## src/rtl/vend_pkg.sv

```systemverilog
`default_nettype none
// ============================================================================
// Module      : vend_pkg
// Description : Shared state encoding, coin encodings and pricing constants
//               for the vending credit controller.
// Revision    : 1.0 - initial release
// ============================================================================
package vend_pkg;

    typedef enum logic [1:0] {
        COLLECT = 2'd0,
        VEND    = 2'd1,
        REFUND  = 2'd2
    } vend_state_t;

    localparam logic [1:0] COIN_QUARTER = 2'b00;
    localparam logic [1:0] COIN_HALF    = 2'b01;
    localparam logic [1:0] COIN_DOLLAR  = 2'b10;
    localparam logic [1:0] COIN_INVALID = 2'b11;

    localparam logic [3:0] PRICE_UNITS  = 4'd5;
    localparam logic [3:0] MAX_CREDIT   = 4'd8;

endpackage
`default_nettype wire

```

## src/rtl/coin_value_decode.sv

```systemverilog
`default_nettype none
// ============================================================================
// Module      : coin_value_decode
// Description : Maps a coin_type code to its value in quarter units and
//               flags the unused code as invalid.
// Revision    : 1.0 - initial release
// ============================================================================
module coin_value_decode
    import vend_pkg::*;
(
    input  logic [1:0] coin_type,
    output logic [2:0] unit_value,
    output logic       invalid
);

    always_comb begin
        unit_value = 3'd0;
        invalid    = 1'b0;
        case (coin_type)
            COIN_QUARTER: unit_value = 3'd1;
            COIN_HALF:    unit_value = 3'd2;
            COIN_DOLLAR:  unit_value = 3'd4;
            default:      invalid    = 1'b1;
        endcase
    end

endmodule
`default_nettype wire

```

## src/rtl/vend_credit_fsm.sv

```systemverilog
`default_nettype none
// ============================================================================
// Module      : vend_credit_fsm
// Description : Coin credit accumulator; holds a vend credit for HOLD_CYCLES
//               cycles, then clears. Define VEND_CANCEL_EN for cancel/refund.
// Revision    : 1.0 - initial release
// ============================================================================
module vend_credit_fsm
    import vend_pkg::*;
#(
    parameter int HOLD_CYCLES = 4
) (
    input  logic       clk,
    input  logic       rst,
    input  logic       coin_valid,
    input  logic [1:0] coin_type,
    output logic       coin_ready,
    output logic       coin_reject,
`ifdef VEND_CANCEL_EN
    input  logic       cancel_req,
`endif
    output logic       refund_valid,
    output logic [2:0] refund_units,
    output logic [3:0] credit_state,
    output logic       vend_busy
);

    localparam logic [3:0] c_HOLD_LOAD = 4'(HOLD_CYCLES - 1);

    vend_state_t r_state, w_next_state;
    logic [3:0]  r_credit, w_next_credit;
    logic [3:0]  r_hold, w_next_hold;
    logic        r_reject, w_next_reject;
    logic        r_busy;
    logic        w_coin_ready;
    logic [2:0]  w_unit_value;
    logic        w_invalid;
    logic [3:0]  w_sum;

    coin_value_decode u_decode (
        .coin_type  (coin_type),
        .unit_value (w_unit_value),
        .invalid    (w_invalid)
    );

    // Credit never exceeds 4 in COLLECT, so the sum tops out at 8.
    assign w_sum = r_credit + {1'b0, w_unit_value};

`ifdef VEND_CANCEL_EN
    logic       r_refund_valid, w_next_refund_valid;
    logic [2:0] r_refund_units, w_next_refund_units;
`endif

    always_comb begin
        w_next_state  = r_state;
        w_next_credit = r_credit;
        w_next_hold   = r_hold;
        w_next_reject = 1'b0;
        w_coin_ready  = 1'b0;
`ifdef VEND_CANCEL_EN
        w_next_refund_valid = 1'b0;
        w_next_refund_units = 3'd0;
`endif
        case (r_state)
            COLLECT: begin
`ifdef VEND_CANCEL_EN
                w_coin_ready = !cancel_req;
                if (cancel_req) begin
                    w_next_state        = REFUND;
                    w_next_credit       = 4'd0;
                    w_next_refund_valid = 1'b1;
                    w_next_refund_units = r_credit[2:0];
                end
`else
                w_coin_ready = 1'b1;
`endif
                if (coin_valid && w_coin_ready) begin
                    if (w_invalid) begin
                        w_next_reject = 1'b1;
                    end else begin
                        w_next_credit = w_sum;
                        if (w_sum >= PRICE_UNITS) begin
                            w_next_state = VEND;
                            w_next_hold  = c_HOLD_LOAD;
                        end
                    end
                end
            end
            VEND: begin
                if (r_hold == 4'd0) begin
                    w_next_state  = COLLECT;
                    w_next_credit = 4'd0;
                end else begin
                    w_next_hold = r_hold - 4'd1;
                end
            end
`ifdef VEND_CANCEL_EN
            REFUND: begin
                w_next_state = COLLECT;
            end
`endif
            default: begin
                w_next_state  = COLLECT;
                w_next_credit = 4'd0;
                w_next_hold   = 4'd0;
            end
        endcase
    end

    always_ff @(posedge clk) begin
        if (rst) begin
            r_state  <= COLLECT;
            r_credit <= 4'd0;
            r_hold   <= 4'd0;
            r_reject <= 1'b0;
            r_busy   <= 1'b0;
        end else begin
            r_state  <= w_next_state;
            r_credit <= w_next_credit;
            r_hold   <= w_next_hold;
            r_reject <= w_next_reject;
            r_busy   <= (w_next_state == VEND);
        end
    end

`ifdef VEND_CANCEL_EN
    always_ff @(posedge clk) begin
        if (rst) begin
            r_refund_valid <= 1'b0;
            r_refund_units <= 3'd0;
        end else begin
            r_refund_valid <= w_next_refund_valid;
            r_refund_units <= w_next_refund_units;
        end
    end

    assign refund_valid = r_refund_valid;
    assign refund_units = r_refund_units;
`else
    assign refund_valid = 1'b0;
    assign refund_units = 3'd0;
`endif

    assign coin_ready   = w_coin_ready;
    assign coin_reject  = r_reject;
    assign credit_state = r_credit;
    assign vend_busy    = r_busy;

endmodule
`default_nettype wire

```

## config.mk

```make
export PLATFORM = sky130hd
export DESIGN_NAME = vend_credit_fsm
export DESIGN_NICKNAME = d
export VERILOG_FILES = /design/src/rtl/vend_pkg.sv /design/src/rtl/coin_value_decode.sv /design/src/rtl/vend_credit_fsm.sv
export SDC_FILE = /design/constraint.sdc
export NUM_CORES = 1
export LEC_CHECK = 0
export CAP_MARGIN = 20
export CORE_MARGIN = 2
export CORE_UTILIZATION = 35
export DETAILED_ROUTE_END_ITERATION = 6
export GPL_TIMING_DRIVEN = 0
export SLEW_MARGIN = 15
export SYNTH_ARGS = -nofsm -noshare
export SYNTH_HDL_FRONTEND = slang
export SYNTH_HIERARCHICAL = 1
export SYNTH_SLANG_ARGS = --single-unit
```

## constraint.sdc

```tcl
create_clock -name clk -period 4.41 [get_ports clk]
set_clock_uncertainty 0.05 [all_clocks]
set_input_delay 1.1025 -clock clk [delete_from_list [all_inputs] [get_ports clk]]
set_output_delay 1.1025 -clock clk [all_outputs]
set_load 0.01 [all_outputs]
```

==> run metrics, run 1 <==
CTS root buf clkbuf_4; die area approximately 2500 um^2; # hold bufs at CTS 0; Max clock buf depth 2; TritonCTS Sinks 12; pin count of the biggest net entering global routing 11; post-route ant nets 0; Ports 16; unrepaired setup endpoints after global routing no; PwrDens approximately 250 nW/um^2; Tmin final 3.03 ns; drt total wl roughly 1400 um; Die H 50.0 um; Synth top area share 0.324; GRT Residual Overflow 0; largest family of logic cells by synthesized area simple AND/OR/NAND/NOR gates; most common cell after layout, fill and taps aside dfxtp_1; Hold Crit Start r_hold[1]; initial antenna violation count 0; Crit path buffers/inverters 2; vias 644; CP Capture Type flop; Ant. Diodes 0; Crit path required time 4.50 ns; layout cells sized above 1 0.162; simple-gate portion of the synthesized area 0.267; P&R area growth vs syn 26.4%; maximum vdd drop roughly 0.15 mV; Worst Hold End r_hold[1]; Compound-Gate Fraction of Synth Area 0.172; Worst Hold Depth 2; Worst setup SP type primary input; Layout Cells excl Fill approximately 130; drt first pass iters 6; Worst R2R End r_hold[1]; syn_area_per_cell 8.61 um^2; Die Wd between 50 and 60 um; Max Cap Viol 0; Lkg Pwr approximately 0.00038 uW; Final TNS setup 0 ns; R2R setup slack ~2.4 ns; family with the most delay on the worst path compound AO/OA/AOI/OAI gates; clock buffer count from CTS 3; ranking of synthesized cells by area dfxtp_1 32%, ha_1 8.4%, nor2_1 4.6%; DRC 0; Synth cell types 37; CP max FO 4; fin crit share 0.687; outcome finished clean; CTS HTree Levels 1; number of setup violations in the final report 0; Std-Cell Core Area between 1500 and 2000 um^2; # port buffers 11; commonest cells after routing, fill and taps aside 12 x dfxtp_1, 11 x clkdlybuf4s50_1, 9 x nor2_1; Synth Area in Adders 0.111; net count of the finished layout 117; Hold Path Class reg -> reg; Routed wire per std cell approximately 11 um; Post-Synthesis Cell Area between 700 and 800 um^2; gp weighted congestion between 0.7 and 0.8; max frequency 330 MHz; CP max stage cell clkdlybuf4s50_1; Post-CTS Setup Bufs 0; Cells after Synth 86; RR Startpoint credit_state[0]; Worst Path Arrival between 3 and 4 ns; Starting Density 0.374; Final Hold Viols 0; CTS resizes 0; critical path, cell by cell clkdlybuf4s50_1, nor2_1, ha_1, inv_1, fa_1, xnor2_1, a21boi_1, o31ai_2, a31oi_1; Total Routing Usage GR 0.128; CP Depth 9; number of synthesized register bits 12; Worst R2R Path Depth 7; CTS clk-pin slew, worst paths 0.08 ns; CTS tree built; first-pass GRT wire length 2450 um; Detail Placement HPWL ~1100 um; Clock Latency Late Sink 0.27 ns; # rows 16; count of final max-slew check failures 0; post-synthesis sequential area ratio 0.324; CP max stage delay 0.45 ns; vias in the first global route ~600; DR iter-0 viols 9; Synth area leader dfxtp_1; post-synthesis mux area share 0.0203; Synth warnings 6; via/cell ratio slightly below 5; crit path kind in -> reg; xor and xnor fraction of the mapped netlist area 0.0118; placed insts 128
## layout make-up
cell class                 instances  area, um^2
sequential                        12         240
inverter                           8        30.0
multi-input combinational         65         450
fill                             187        1050
clock buffer                       4        36.3
buffer                             5        35.0
tap                               27        33.8
timing repair buffer              11         110
## tightest hold or removal path, cell delays in order (launching register included)
cell and delay (ns):
dfxtp_1 0.33, nand2_1 0.06, a31oi_1 0.08
## metal layers
metal	GRT usage	share of wire	wire length [um]	vias up
met4	0.0556	0.0070	10	0
li1	-	-	-	336
met5	0	0	0	-
met2	0.217	0.46	656	16
met3	0.0394	0.049	70	2
met1	0.146	0.48	687	290
## flip-flops by register name, summed over array words and instances, names as in the netlist
| name | flops |
|---|---|
| coin_reject | 1 |
| credit_state | 4 |
| r_hold | 4 |
| r_state | 2 |
| vend_busy | 1 |
## cell families (layout without fill, tap and decap cells)
group | Yosys count | in the layout
other cells | 1 | 5
mux | 1 | 1
buf+inv | 13 | 28
flops | 12 | 12
simple gates | 34 | 34
compound gates | 18 | 18
fa+ha+maj | 6 | 6
xor+xnor | 1 | 1
## cells in the mapped netlist
library cell / number
a21oi_1: 6
a32oi_1: 2
a21boi_1: 1
a211oi_1: 1
nor4_1: 1
or2_1: 1
nor2_1: 9
a41o_1: 1
and2_2: 1
a22oi_1: 1
nor3_2: 1
o2111ai_1: 1
buf_4: 4
nand2b_1: 1
nor2b_1: 2
o31ai_2: 1
xnor2_1: 1
mux2_4: 1
o21ai_0: 1
or3b_4: 1
and4b_1: 1
conb_1: 1
fa_1: 1
dfxtp_1: 12
or4_1: 2
and2b_2: 1
a311oi_1: 1
or2_2: 1
nor3_1: 1
buf_2: 1
a31oi_1: 2
nand2_1: 5
and3_4: 1
nand4b_1: 1
nand3_1: 4
ha_1: 5
inv_1: 8
## stage by stage
stage,instance area [um^2],hold slack (ns),setup slack (ns),power [uW],util
after CTS,936,0.461,1.36,233,0.472
after detailed placement,900,0.446,1.09,147,0.454
after global routing,936,0.508,1.17,245,0.472
after floorplan,756,0.419,1.68,136,-
after global placement,900,0.451,1.09,147,0.454
final,936,0.465,1.38,231,0.472
## where the power goes
part           internal, uW  total, uW  switching [uW]
registers               110        112            1.82
clock network          50.1       85.9            35.7
logic                  16.4       33.0            16.6
total                   177        231            54.2
## worst max-delay path by stage
stage	start	to	slack [ns]
CTS	coin_type[1]	r_hold[3]	1.36
global placement	coin_type[1]	r_hold[2]	1.09
finish	coin_type[1]	r_hold[1]	1.38
detailed placement	coin_type[1]	r_hold[3]	1.09
floorplan	coin_type[1]	r_hold[2]	1.68
global route	coin_type[1]	r_hold[1]	1.17
(Power assumes the default switching activity.)
==> run 2, diff against run 1 <==
==> constraint.sdc (replaced) <==
create_clock -name clk -period 2.7 [get_ports clk]
set_clock_uncertainty 0.05 [all_clocks]
set_input_delay 0.675 -clock clk [delete_from_list [all_inputs] [get_ports clk]]
set_output_delay 0.675 -clock clk [all_outputs]
set_load 0.01 [all_outputs]
==> run 2 against run 1 <==
  * Sequential share of layout area is 0.73 points lower
  * Clock power is 64% higher
  * Register-to-register slack worse by 1.7 ns
  * Non-clock buffer count stayed put
  * Core utilization is 1.4 points higher
  * Routed wire length is 0.63% higher
  * Via count stayed put
  * Combinational power is 75% higher
  * Hold slack hardly changed
  * Sequential power is 63% higher
  * Highest routed layer unchanged
==> run metrics, run 2 (synthesis results as in run 1) <==
vias 644; via/cell ratio between 4 and 5; DR iter-0 viols 10; GRT Residual Overflow 0; # rows 16; count of final max-slew check failures 0; Worst Hold End r_hold[1]; layout cells sized above 1 0.181; PwrDens ~400 nW/um^2; Routed wire per std cell 10.9 um; Max clock buf depth 2; Std-Cell Core Area roughly 2000 um^2; Final TNS setup 0 ns; # hold bufs at CTS 0; Worst Hold Depth 2; net count of the finished layout about 120; Post-CTS Setup Bufs 0; CP Capture Type flop; Worst R2R End r_hold[2]; P&R area growth vs syn 30.1%; CTS resizes 0; Detail Placement HPWL between 1000 and 1500 um; CTS HTree Levels 1; Crit path required time 2.87 ns; Max Cap Viol 0; Worst R2R Path Depth 7; crit path kind in -> reg; Lkg Pwr around 0.00040 uW; CTS tree built; Worst setup SP type primary input; CP max FO 4; post-route ant nets 0; R2R setup slack roughly 0.70 ns; unrepaired setup endpoints after global routing no; maximum vdd drop around 0.23 mV; Clock Latency Late Sink between 0.2 and 0.3 ns; Ant. Diodes 0; total chip power ~380 uW; drt total wl roughly 1400 um; outcome finished clean; fin crit share 0.852; Starting Density 0.374; Total Routing Usage GR 0.128; CTS clk-pin slew, worst paths roughly 0.080 ns; Die H between 50 and 60 um; gp weighted congestion 0.769; Worst Path Arrival about 2.5 ns; Ports 16; pin count of the biggest net entering global routing 11; max frequency approximately 430 MHz; Hold Path Class reg -> reg; DRC 0; RR Startpoint credit_state[0]; die area 2500 um^2; Die Wd 50.0 um; clock buffer count from CTS 3; # port buffers 11; most common cell after layout, fill and taps aside dfxtp_1; number of setup violations in the final report 0; TritonCTS Sinks 12; vias in the first global route roughly 600; CTS root buf clkbuf_4; drt first pass iters 6; Final Hold Viols 0; first-pass GRT wire length 2450 um; Tmin final 2.30 ns; commonest cells after routing, fill and taps aside 12 x dfxtp_1, 9 x nor2_1, 9 x clkdlybuf4s50_1; Hold Crit Start r_hold[1]; initial antenna violation count 0
==> run 2: cell types whose count changed in the layout (fill, tap and decap cells not counted) <==
cell,before,now
dlymetal6s2s_1,0,2
clkdlybuf4s50_1,11,9
ha_1,5,4
ha_2,0,1
o31ai_4,0,1
a21boi_1,1,0
a21boi_4,0,1
o31ai_2,1,0
==> run 2: cell type report <==
| class | instances | area [um^2] |
|---|---|---|
| Multi-Input combinational cell | 65 | 473 |
| Fill cell | 187 | 1020 |
| Timing Repair Buffer | 11 | 115 |
| Clock buffer | 4 | 36.3 |
| Sequential cell | 12 | 240 |
| Inverter | 8 | 30.0 |
| Buffer | 5 | 35.0 |
| Tap cell | 27 | 33.8 |
==> run 2: stage by stage <==
step	hold WS, ns	setup WS [ns]	instance area [um^2]	util	cells
6_report	0.465	0.400	963	0.486	132
5_1_grt	0.508	0.310	963	0.486	132
4_1_cts	0.461	0.0823	936	0.472	132
3_5_place_dp	0.446	-0.193	900	0.454	128
3_3_place_gp	0.451	-0.188	900	0.454	128
2_1_floorplan	0.419	0.400	756	-	90
==> run 2: layer usage <==
layer	part of all wire	up-vias	GRT usage
met5	0	-	0
li1	-	336	-
met1	0.47	292	0.146
met4	0.0070	0	0.0556
met2	0.47	14	0.217
met3	0.047	2	0.0394
==> run 2: critical path, stage by stage <==
cell and delay (ns):
dlymetal6s2s_1 0.14, nor2_1 0.12, ha_2 0.19, inv_1 0.05, fa_1 0.37, xnor2_1 0.15
a21boi_4 0.16, or4_1 0.52, nand3_1 0.08
==> run 2: worst max path at each step <==
| stage | startpoint | endpoint | cells past startpoint |
|---|---|---|---|
| 6_report | coin_type[0] | r_hold[2] | 9 |
| 5_1_grt | coin_type[0] | r_hold[3] | 9 |
| 4_1_cts | coin_type[1] | r_hold[3] | 9 |
| 3_5_place_dp | coin_type[1] | r_hold[3] | 9 |
| 3_3_place_gp | coin_type[1] | r_hold[2] | 9 |
| 2_1_floorplan | coin_type[1] | r_hold[2] | 8 |
==> run 2: where the power goes <==
part / internal [uW] / switching [uW] / total [uW]
Sequential: 180 / 2.99 / 183
Clock: 81.9 / 58.6 / 141
Combinational: 28.6 / 29.4 / 57.9
Total: 290 / 91.0 / 381
==> run 3, diff against run 2 <==
==> constraint.sdc (replaced) <==
create_clock -name clk -period 2.62 [get_ports clk]
set_clock_uncertainty 0.05 [all_clocks]
set_input_delay 0.655 -clock clk [delete_from_list [all_inputs] [get_ports clk]]
set_output_delay 0.655 -clock clk [all_outputs]
set_load 0.005 [all_outputs]
==> run 3 against run 2 <==
  * Global-route usage unchanged
  * Hold slack barely moved
  * First-iteration DRC count fell by 10%
  * Non-clock buffer count did not move
  * Worst setup slack lost 0.036 ns
  * Critical path depth unchanged
  * Via count rose by 0.31%
  * Final area grew 1.0%
==> run metrics, run 3 (synthesis results as in run 1) <==
Tmin final approximately 2.3 ns; Total Routing Usage GR 0.128; critical path, cell by cell dlymetal6s2s_1, nor2_1, ha_2, inv_1, fa_2, xnor2_2, a21boi_4, or4_1, nand3_1; DR iter-0 viols 9; Die H between 50 and 60 um; first-pass GRT wire length between 2000 and 2500 um; Lkg Pwr between 0.0004 and 0.0005 uW; max frequency approximately 440 MHz; Setup WS pre-CTS -0.253 ns; total chip power just under 400 uW; GRT Residual Overflow 0; fillers 184; commonest cells after routing, fill and taps aside 12 x dfxtp_1, 9 x nor2_1, 9 x clkdlybuf4s50_1; met3 usage 0.0394; P&R area growth vs syn 31.4%; multi-input logic area around 480 um^2; PwrDens a little over 400 nW/um^2; maximum vdd drop 0.241 mV; RR Startpoint credit_state[0]; Max Cap Viol 0; Clock Latency Late Sink between 0.2 and 0.3 ns; post-route ant nets 0; sequential cell area about 240 um^2; clock buffer count from CTS 3; drt first pass iters 6; CTS resizes 0; grt met1 use 0.146; Int Power approximately 300 uW; most common cell after layout, fill and taps aside dfxtp_1; net count of the finished layout around 120; GRT Max-Usage Layer met2; Worst setup SP type primary input; count of final max-slew check failures 0; Hold Crit Start r_hold[1]; M2 GR Usage 0.217; initial antenna violation count 0; Ant. Diodes 0; Post-CTS Setup Bufs 0; vias in the first global route between 600 and 700; CTS root buf clkbuf_4; Clock power frac 0.369; Std-Cell Core Area about 2000 um^2; Comb power frac 0.151; Flop pwr share 0.480; fin crit share 0.861; Layout Cells excl Fill ~130; Worst R2R End r_hold[2]; R2R setup slack approximately 0.65 ns; Placed Area 900 um^2; CP max stage cell or4_1; setup ws final between 0.3 and 0.4 ns; CTS HTree Levels 1; # hold bufs at CTS 0; Max clock buf depth 2; Worst R2R Path Depth 7; layout cells sized above 1 0.200; Starting Density 0.374; placed insts 128; Ports 16; crit path kind in -> reg; drt total wl roughly 1400 um; CTS clk-pin slew, worst paths approximately 0.08 ns; CP max FO 4; Worst Path Arrival 2.42 ns; outcome finished clean; Fin Hold WS around 0.47 ns; Final Hold Viols 0; CTS tree built; pin count of the biggest net entering global routing 11; TritonCTS Sinks 12; Worst Hold Depth 2; Die Wd approximately 50 um; unrepaired setup endpoints after global routing no; via/cell ratio about 4.9; CP max stage delay 0.52 ns; Sw Share 0.235; Hold Path Class reg -> reg; die area approximately 2500 um^2; Routed wire per std cell 10.9 um; Worst Hold End r_hold[1]; NetSw 92.3 uW; gp weighted congestion 0.769; # port buffers 11; DRC 0; Crit path required time 2.79 ns; # rows 16; number of setup violations in the final report 0; final instance area ~970 um^2; CP Capture Type flop; vias between 600 and 700; Detail Placement HPWL approximately 1100 um
run 3: power by group through the flow:
stage | clock network (uW) | registers, uW | logic (uW)
after floorplan | 0 | 192 | 34.5
after global placement | 0 | 193 | 52.7
after detailed placement | 0 | 193 | 52.7
after CTS | 149 | 188 | 53.2
after global routing | 161 | 189 | 65.4
final | 145 | 188 | 59.2
run 3: routing by layer:
layer  routed length [um]  part of all wire
met5                    0                 0
met2                  683              0.47
met1                  677              0.47
met4                   10            0.0069
met3                   67             0.047
run 3: cell type report:
| type | count | area share |
|---|---|---|
| buffer | 5 | 0.0360 |
| clock buffer | 4 | 0.0373 |
| inverter | 8 | 0.0308 |
| multi-input combinational | 65 | 0.496 |
| sequential | 12 | 0.247 |
| tap | 27 | 0.0347 |
| timing repair buffer | 11 | 0.118 |
run 3: how the worst max path moves through the flow:
stage,end,cells after the start,slack (ns),from
after floorplan,r_hold[2],8,0.34,coin_type[1]
after global placement,r_hold[2],9,-0.25,coin_type[1]
after detailed placement,r_hold[3],9,-0.25,coin_type[1]
after CTS,r_hold[3],9,0.02,coin_type[1]
after global routing,r_hold[2],9,0.30,coin_type[0]
final,r_hold[2],9,0.36,coin_type[0]
run 3: worst max-delay path: cells and delay by family:
kind,cells,cell delay (ns)
and+or+nand+nor,3,0.72
adders and majority gates,2,0.54
buffers and inverters,2,0.19
AOI/OAI and AO/OA,1,0.16
xor gates and xnor gates,1,0.15
run 3: stage by stage:
step,utilization,TNS [ns]
floorplan,-,0
global placement,0.454,-1.31
detailed placement,0.454,-1.30
CTS,0.472,0
global route,0.491,0
finish,0.491,0
